## src/rtl/serial_tx_scheduler.sv

```systemverilog
// Purpose: round-robin scheduler sharing one serial transmitter among NUM_REQ word producers.
// Latency: grant is combinational in IDLE; word registered on that edge, tx_data_ready the next cycle.
// Backpressure: one frame in flight; requests wait in IDLE. Build option SCHED_TAG_EN tags tx_data with the source index.
module serial_tx_scheduler #(
    parameter int NUM_REQ      = 4,
    parameter int DATA_W       = 64,
    parameter int FRAME_CYCLES = 66,
    parameter int GAP_CYCLES   = 2
) (
    input  logic                      clk,
    input  logic                      rst,
    input  logic                      enable,
    input  logic [NUM_REQ-1:0]        req,
    input  logic [NUM_REQ*DATA_W-1:0] req_data,
    output logic [NUM_REQ-1:0]        grant,
    output logic [DATA_W-1:0]         tx_data,
    output logic                      tx_data_ready,
    output logic                      busy,
    output logic [2:0]                cur_chan,
    output logic [15:0]               frame_count
);

    localparam int IDX_W   = (NUM_REQ > 1) ? $clog2(NUM_REQ) : 1;
    localparam int TMAX    = (FRAME_CYCLES > GAP_CYCLES) ? FRAME_CYCLES : GAP_CYCLES;
    localparam int TIMER_W = $clog2(TMAX + 1);

    typedef enum logic [1:0] {IDLE, LOAD, WAIT, GAP} state_t;

    state_t             state;
    state_t             state_nxt;
    logic [IDX_W-1:0]   rr_ptr;
    logic [IDX_W-1:0]   pick_idx;
    logic               pick_vld;
    logic               take;
    logic [TIMER_W-1:0] timer;
    logic [DATA_W-1:0]  words [NUM_REQ];
    logic [DATA_W-1:0]  cap_word;

    // Unpack the flat request bus into one word per requester.
    for (genvar g = 0; g < NUM_REQ; g++) begin : g_unpack
        assign words[g] = req_data[g*DATA_W +: DATA_W];
    end

    // Round-robin pick: first set request searching upward from rr_ptr+1.
    always_comb begin
        int idx;
        idx      = 0;
        pick_vld = 1'b0;
        pick_idx = '0;
        for (int k = 1; k <= NUM_REQ; k++) begin
            idx = (int'(rr_ptr) + k) % NUM_REQ;
            if (!pick_vld && req[IDX_W'(idx)]) begin
                pick_vld = 1'b1;
                pick_idx = IDX_W'(idx);
            end
        end
    end

    assign take  = (state == IDLE) && enable && pick_vld;
    // Grant marks the cycle whose closing edge captures the word; held low while in reset.
    assign grant = (take && rst) ? (NUM_REQ'(1) << pick_idx) : '0;

`ifdef SCHED_TAG_EN
    // Top three bits carry the source index so the receiver can demultiplex.
    assign cap_word = {3'(pick_idx), words[pick_idx][DATA_W-4:0]};
`else
    assign cap_word = words[pick_idx];
`endif

    assign tx_data_ready = (state == LOAD);
    assign busy          = (state != IDLE);

    // State register.
    always_ff @(posedge clk or negedge rst) begin
        if (!rst) begin
            state <= IDLE;
        end else begin
            state <= state_nxt;
        end
    end

    // Next-state logic: one LOAD cycle, FRAME_CYCLES of WAIT, optional GAP.
    always_comb begin
        state_nxt = state;
        case (state)
            IDLE:    if (take) state_nxt = LOAD;
            LOAD:    state_nxt = WAIT;
            WAIT:    if (timer == '0) state_nxt = (GAP_CYCLES > 0) ? GAP : IDLE;
            GAP:     if (timer == '0) state_nxt = IDLE;
            default: state_nxt = IDLE;
        endcase
    end

    // Datapath: word capture on grant, frame/gap timer, completed-frame counter.
    always_ff @(posedge clk or negedge rst) begin
        if (!rst) begin
            rr_ptr      <= IDX_W'(NUM_REQ - 1);
            tx_data     <= '0;
            cur_chan    <= '0;
            frame_count <= '0;
            timer       <= '0;
        end else begin
            case (state)
                IDLE: begin
                    if (take) begin
                        tx_data  <= cap_word;
                        cur_chan <= 3'(pick_idx);
                        rr_ptr   <= pick_idx;
                    end
                end
                LOAD: timer <= TIMER_W'(FRAME_CYCLES - 1);
                WAIT: begin
                    if (timer == '0) begin
                        frame_count <= frame_count + 16'd1;
                        if (GAP_CYCLES > 0) timer <= TIMER_W'(GAP_CYCLES - 1);
                    end else begin
                        timer <= timer - 1'b1;
                    end
                end
                GAP: begin
                    if (timer != '0) timer <= timer - 1'b1;
                end
                default: ;
            endcase
        end
    end

endmodule

```

## config.mk

```make
export PLATFORM = sky130hd
export DESIGN_NAME = serial_tx_scheduler
export DESIGN_NICKNAME = d
export VERILOG_FILES = /design/src/rtl/serial_tx_scheduler.sv
export SDC_FILE = /design/constraint.sdc
export NUM_CORES = 1
export LEC_CHECK = 0
export ABC_AREA = 1
export BUFFER_PORTS_ARGS = -buffer_cell sky130_fd_sc_hd__buf_2
export CAP_MARGIN = 20
export CORE_AREA = 2 2 136 138
export CTS_BUF_LIST = sky130_fd_sc_hd__clkbuf_8 sky130_fd_sc_hd__clkbuf_16
export DETAILED_ROUTE_END_ITERATION = 7
export DIE_AREA = 0 0 138 140
export PLACE_DENSITY = 0.7
export SYNTH_ARGS = -nofsm -noshare
export SYNTH_HDL_FRONTEND = slang
export SYNTH_SLANG_ARGS = --single-unit
```

## constraint.sdc

```tcl
create_clock -name clk -period 2.64 [get_ports clk]
set_input_delay 0 -clock clk [delete_from_list [all_inputs] [get_ports clk]]
set_output_delay 0 -clock clk [all_outputs]
set_load 0.01 [all_outputs]
```

======== After elaboration in Yosys (flattened, before gate mapping) ========
Cells that the tools add are included.
storage, ports and cells
  output and inout port bits .............. 89
  flip-flop bits (word level) ............. 93
  logic and storage cells ................. 75
operators by class
  bitwise operators ....................... 1
  $lt $le $gt $ge ......................... 5
  add/subtract/negate cells ............... 6
  shift operators ......................... 1
  reduce and logical (&&, ||, !) cells .... 18
  equal/unequal tests ..................... 7
  multiplexer cells ....................... 31
operator list
  kind                                                        number
  binary-select mux 64 bit (select 2 bit)                     1
  two-way mux 64 bit                                          2
  case mux 7 bit (3 select lines)                             1
  adder 16 x 1 -> 16 bit, second input constant               1
  less-than comparator 2 x 4 -> 1 bit, second input constant  4
  two-way mux 2 bit                                           7
  two-way mux 7 bit                                           2
  two-way mux 1 bit                                           12
  binary-select mux 1 bit (select 2 bit)                      4
  != test 2 bit, second input constant                        4
  case mux 2 bit (4 select lines)                             1
  logical NOT 7 bit                                           1
  nonzero test 7 bit                                          1
  subtractor 7 x 1 -> 7 bit, second input constant            1
  logical AND 1 bit                                           6
  AND reduction 2 bit                                         3
  adder 2 x 1 -> 2 bit, second input constant                 2
  adder 2 bit, second input constant                          2
  == test 2 bit, second input constant                        2
  two-way mux 4 bit                                           1
  left shift 1 x 2 -> 4 bit, first input constant             1
  >= comparator 3 bit, second input constant                  1
  logical NOT 1 bit                                           3
  NOT 2 -> 3 bit                                              1
  other kinds (5)                                             5

======== Longest topological paths before layout ========
  depth after elaboration ................. 18
  mapped depth ............................ 18
  gate-level depth less buffers ........... 15

======== Worst setup path after synthesis ========
Ideal clock, no wire load.
  path type ............................... register to register
  start point ............................. register rr_ptr[0]
  end point ............................... register tx_data[44]
  path slack .............................. 0.688 ns
  clock period less this slack ............ 1.952 ns
  stages on the path, launching flop included .. 17
  buffers on the path ..................... 3
  data arrival time ....................... 1.835 ns
  cells stage by stage .................... dfstp_2 > buf_4 > inv_4 > nand2_1 > nand2_1 > nand2_1 > nand2_2 > nor2_4 > nand3_2 > buf_4 > clkbuf_1 > nand4_1 > nand2_1 > nand2_1 > nand2_1 > nand2_1 > nand2_1
between the ends
  cells in the longest elaborated chain, start to end .. 18
  elaborated cells between the ends (all ways) .. 36
ends and longest elaborated chain
  element                                                 RTL line  source
  start, declared                                         31        logic [IDX_W-1:0] rr_ptr;
  start signal, assigned                                  97        rr_ptr <= IDX_W'(NUM_REQ - 1);
  start signal, assigned                                  108       rr_ptr <= pick_idx;
  adder 2 x 1 -> 2 bit                                    51        idx = (int'(rr_ptr) + k) % NUM_REQ;
  binary-select mux 1 bit (select 2 bit)                  52        if (!pick_vld && req[IDX_W'(idx)]) begin
  two-way mux 1 bit (not written as such) (2 in series)   52
  two-way mux 1 bit                                       52
  logical NOT 1 bit                                       52
  logical AND 1 bit                                       52
  two-way mux 1 bit                                       52
  logical NOT 1 bit                                       52
  logical AND 1 bit                                       52
  two-way mux 1 bit                                       52
  logical NOT 1 bit                                       52
  logical AND 1 bit                                       52
  two-way mux 2 bit                                       52
  NOT 2 -> 3 bit (not written as such)                    67        assign cap_word = words[pick_idx];
  binary-select mux 64 bit (select 2 bit)                 67
  two-way mux 64 bit (not written as such) (2 in series)  67
  end signal, assigned                                    106       tx_data <= cap_word;
  end, declared                                           16        output logic [DATA_W-1:0] tx_data,
Parallel ways exist; a longest one is shown, timed or not. The select of a mux whose other input is x is not followed.
A chain may end at the register's enable or synchronous reset.

======== Worst setup path after layout ========
  start point ............................. register rr_ptr[0]
  end point ............................... output grant[3]
between the ends
  cells in the longest elaborated chain, start to end .. 17
  elaborated cells between the ends (all ways) .. 34
ends and longest elaborated chain
  element                                                RTL line  source
  adder 2 x 1 -> 2 bit                                   51
  binary-select mux 1 bit (select 2 bit)                 52
  two-way mux 1 bit (not written as such) (2 in series)  52
  two-way mux 1 bit                                      52
  logical NOT 1 bit                                      52
  logical AND 1 bit                                      52
  two-way mux 1 bit                                      52
  logical NOT 1 bit                                      52
  logical AND 1 bit                                      52
  two-way mux 1 bit                                      52
  logical NOT 1 bit                                      52
  logical AND 1 bit                                      52
  two-way mux 1 bit                                      52
  logical AND 1 bit                                      59        assign take = (state == IDLE) && enable && pick_vld;
  logical AND 1 bit                                      61        assign grant = (take && rst) ? (NUM_REQ'(1) << pick_idx) : '0;
  two-way mux 4 bit (*)                                  61
  end, declared                                          15        output logic [NUM_REQ-1:0] grant,
Every way passes the cells marked *; elsewhere a longest branch is shown, timed or not. The select of a mux whose other input is x is not followed.

==> results.toml <==
[pwr]
power.total_mw = 14.4
pwr-share-clk_pct = 9.3
p_comb_share_pct = 74.7
leakage_nw = 5.68
p_sw_mw = 7.90
power_frac_seq_pct = 15.9
p_sw_share_pct = 54.9
vdd_drop_max_v = 0.00115
p_int_mw = 6.49
power_density_nw_per_um2 = 1560

[sta]
drv_slew = 0
rsz0062_at_grt = "false"
max_freq_mhz = 407
max_slew_margin_pct = 64.0
min_period_ns = 2.46
skew_ns = 0.00677
finalSetupTns_ns = 0
setup_violations = 0
finalHoldViolations = 0
worst-slew-pin-transition_ns = 0.540
fin_crit_sh_pct = 93.1

[critical_path]
crit_top_cell = "nand2_1"
crit_required_ns = 2.64
r2r_slack_ns = 0.29
critical_path_buf_inv_count = 3
timing.critical_path.cells = "clkbuf_2 -> nand2_1 -> nand3_1 -> nand2_1 -> nor2_4 -> nand2_1 -> nor2_2 -> a21oi_4 -> buf_12 -> nor3_1 -> buf_2"
critical_path_class = "reg -> out"
cpPeakStageDelay_ns = 0.60
path_depth = 11
rr_worst_depth = 14
critPathTopFamily = "simple AND/OR/NAND/NOR gates"
cp-end-kind = "primary output"
worst_ep_arrival_time_ns = 2.46
cpMaxStageDelayCell = "dfstp_2"
start_kind = "register"
worstPathMaxFanout = 44

[clocking]
root_buffer = "clkbuf_16"
clkTransAtPathRegs_ns = 0.07
ctsHtreeMaxLevel = 3
cts_buffer_depth = 2
clock-sinks = 93
clkLatencyLatePin_ns = 0.34
numCtsBuffers = 9
cts_tree = "done"

[hold_path]
min_path_type = "in -> reg"
hold_path_depth = 7

[die]
core_um2 = 17800
ios = 352
dieHeight_um = 140
core.rowCount = 49
die_w_um = 138
start_util_pct = 39.1
die_area_um2 = 19300

[cells_and_area]
final_common_cell = "nand2_1"
seqCellArea_um2 = 2330
layout_common_cells = "694 x nand2_1, 349 x buf_2, 131 x nand4_1"
area_growth_pct = 32.7
finish.net_count = 1697
multi_input_area_um2 = 4090
fillers = 1865
drive_gt1_share_pct = 28.4

[flow_run]
cap_violations = 0

[global_route]
grt_overflow = 0
grt_pass1_wl_mm = 39.0
antenna_found_initial = 1
grt_max_degree = 91
grt_use_total_pct = 24.6
grt_pass1_vias = 7567

[yosys]
synth_top_cell_by_area = "nand2_1"
synth_cells = 1129
postSynthAreaPerCell_um2 = 6.15
synth_top_area_share_pct = 37.5
synth_fp_nets = 1400
ys_seq_area_share_pct = 33.5
synthTopCellsByArea = "nand2_1 38%, dfrtp_1 33%, nand4_1 12%"
ys_types = 32
synth_area_um2 = 6950
ys_seq_elements = 93
yosys_warnings = 0

[drt]
wirelength_mm = 24.5
drt_first_pass_iters = 5
num_vias = 8298
drt_iter0_drc = 529
antenna_left = 0
wl_per_cell_um = 14.7
drc = 0
via_per_inst = 5.00

[placed_design]
port_buffers = 350
globalplace.congestion = 0.881
dp_hpwl_mm = 17.6

[status]
outcome = "complete, no violations"
==> worst register-to-register path, stage by stage, from the launching register on <==
cell,delay [ns]
dfstp_2,0.60
clkbuf_2,0.19
nand2_1,0.10
nand3_1,0.12
nand2_1,0.10
nor2_4,0.16
nand3_4,0.13
nand3_4,0.20
buf_4,0.29
nand2_1,0.13
nand2_1,0.08
nand2_1,0.05
nand2_1,0.06
nand2_1,0.04
nand2_1,0.05
==> cells by family (layout without fill, tap and decap cells) <==
group / count (synthesis) / count (layout) / synth area share, %
xor+xnor: 16 / 16 / 2.02
mux: 1 / 1 / 0.162
simple gates: 876 / 876 / 53.1
flops: 93 / 93 / 33.5
other cells: 1 / 2 / 0.0540
compound gates: 16 / 16 / 1.33
fa+ha+maj: 8 / 8 / 1.44
buf+inv: 118 / 420 / 8.41
==> through the flow <==
step	hold slack, ns	instances	worst slack [ns]	utilization, %	area (um^2)
finish	0.0246	1661	0.181	51.9	9220
global route	0.0560	1661	0.00679	51.9	9220
CTS	0.0113	1658	0.0873	51.6	9170
detailed placement	0.0161	1641	0.192	49.8	8850
global placement	0.0106	1641	0.276	49.8	8850
floorplan	-0.296	1129	0.688	-	6950
==> cell usage after synthesis <==
library cell and instances:
mux2_2 1, buf_4 13, dfstp_2 2, o22ai_1 1, xnor2_1 3, nand2_2 3
nor3_1 13, nor3b_1 2, nor2_4 1, xor2_1 13, nand3_2 2, a21oi_1 4
nand3_1 13, ha_1 8, buf_2 60, inv_2 5, nand2_1 695, a2bb2oi_1 1
nand4_1 131, buf_1 5, o32ai_1 1, clkbuf_1 6, o21ai_0 7, inv_4 1
conb_1 1, a21oi_2 1, o21ai_1 1, nor2_1 15, inv_1 26, dfrtp_1 91
nor4_1 1, buf_6 2
==> per-layer routing <==
metal | global-route usage [%] | part of all wire [%]
met1 | 30.1 | 41
met5 | 0 | 0
met3 | 4.03 | 6.4
met2 | 44.5 | 51
met4 | 7.41 | 1.9
==> sequential cells by signal, indices dropped and copies added (netlist names) <==
register / cells
cur_chan: 2
rr_ptr: 2
tx_data: 64
frame_count: 16
timer: 7
state: 2
==> layout make-up <==
| cell class | count | area share (%) |
|---|---|---|
| antenna | 1 | 0.0271 |
| tap | 229 | 3.11 |
| clock buffer | 10 | 2.59 |
| multi-input combinational | 918 | 44.4 |
| clock inverter | 6 | 0.746 |
| timing repair buffer | 372 | 22.5 |
| sequential | 93 | 25.3 |
| inverter | 32 | 1.41 |
==> power by group through the flow <==
| stage | clock (mW) | combinational (mW) | sequential (mW) |
|---|---|---|---|
| after floorplan | 0 | 7.65 | 2.46 |
| after global placement | 0 | 10.5 | 2.30 |
| after detailed placement | 0 | 10.5 | 2.31 |
| after CTS | 1.39 | 10.6 | 2.30 |
| after global routing | 1.45 | 12.3 | 2.36 |
| final | 1.34 | 10.8 | 2.29 |
==> timing repair <==
action,4_1_cts,5_1_grt
hold buffers,1,0
gates cloned,0,1
gates resized for setup,1,5
buffers inserted,0,1
setup endpoints to repair,4,8
hold endpoints to repair,34,0
==> path summary, 6_finish.rpt <==
path / startpoint / to
max in group asynchronous: rst / tx_data[11]$_DFFE_PN0P_
min in group asynchronous: rst / tx_data[41]$_DFFE_PN0P_
max: rr_ptr[0]$_DFFE_PN1P_ / grant[3]
max reg2reg: rr_ptr[0]$_DFFE_PN1P_ / tx_data[42]$_DFFE_PN0P_
min: req_data[136] / tx_data[8]$_DFFE_PN0P_
min reg2reg: tx_data[30]$_DFFE_PN0P_ / tx_data[30]$_DFFE_PN0P_
(Power assumes the default switching activity.)
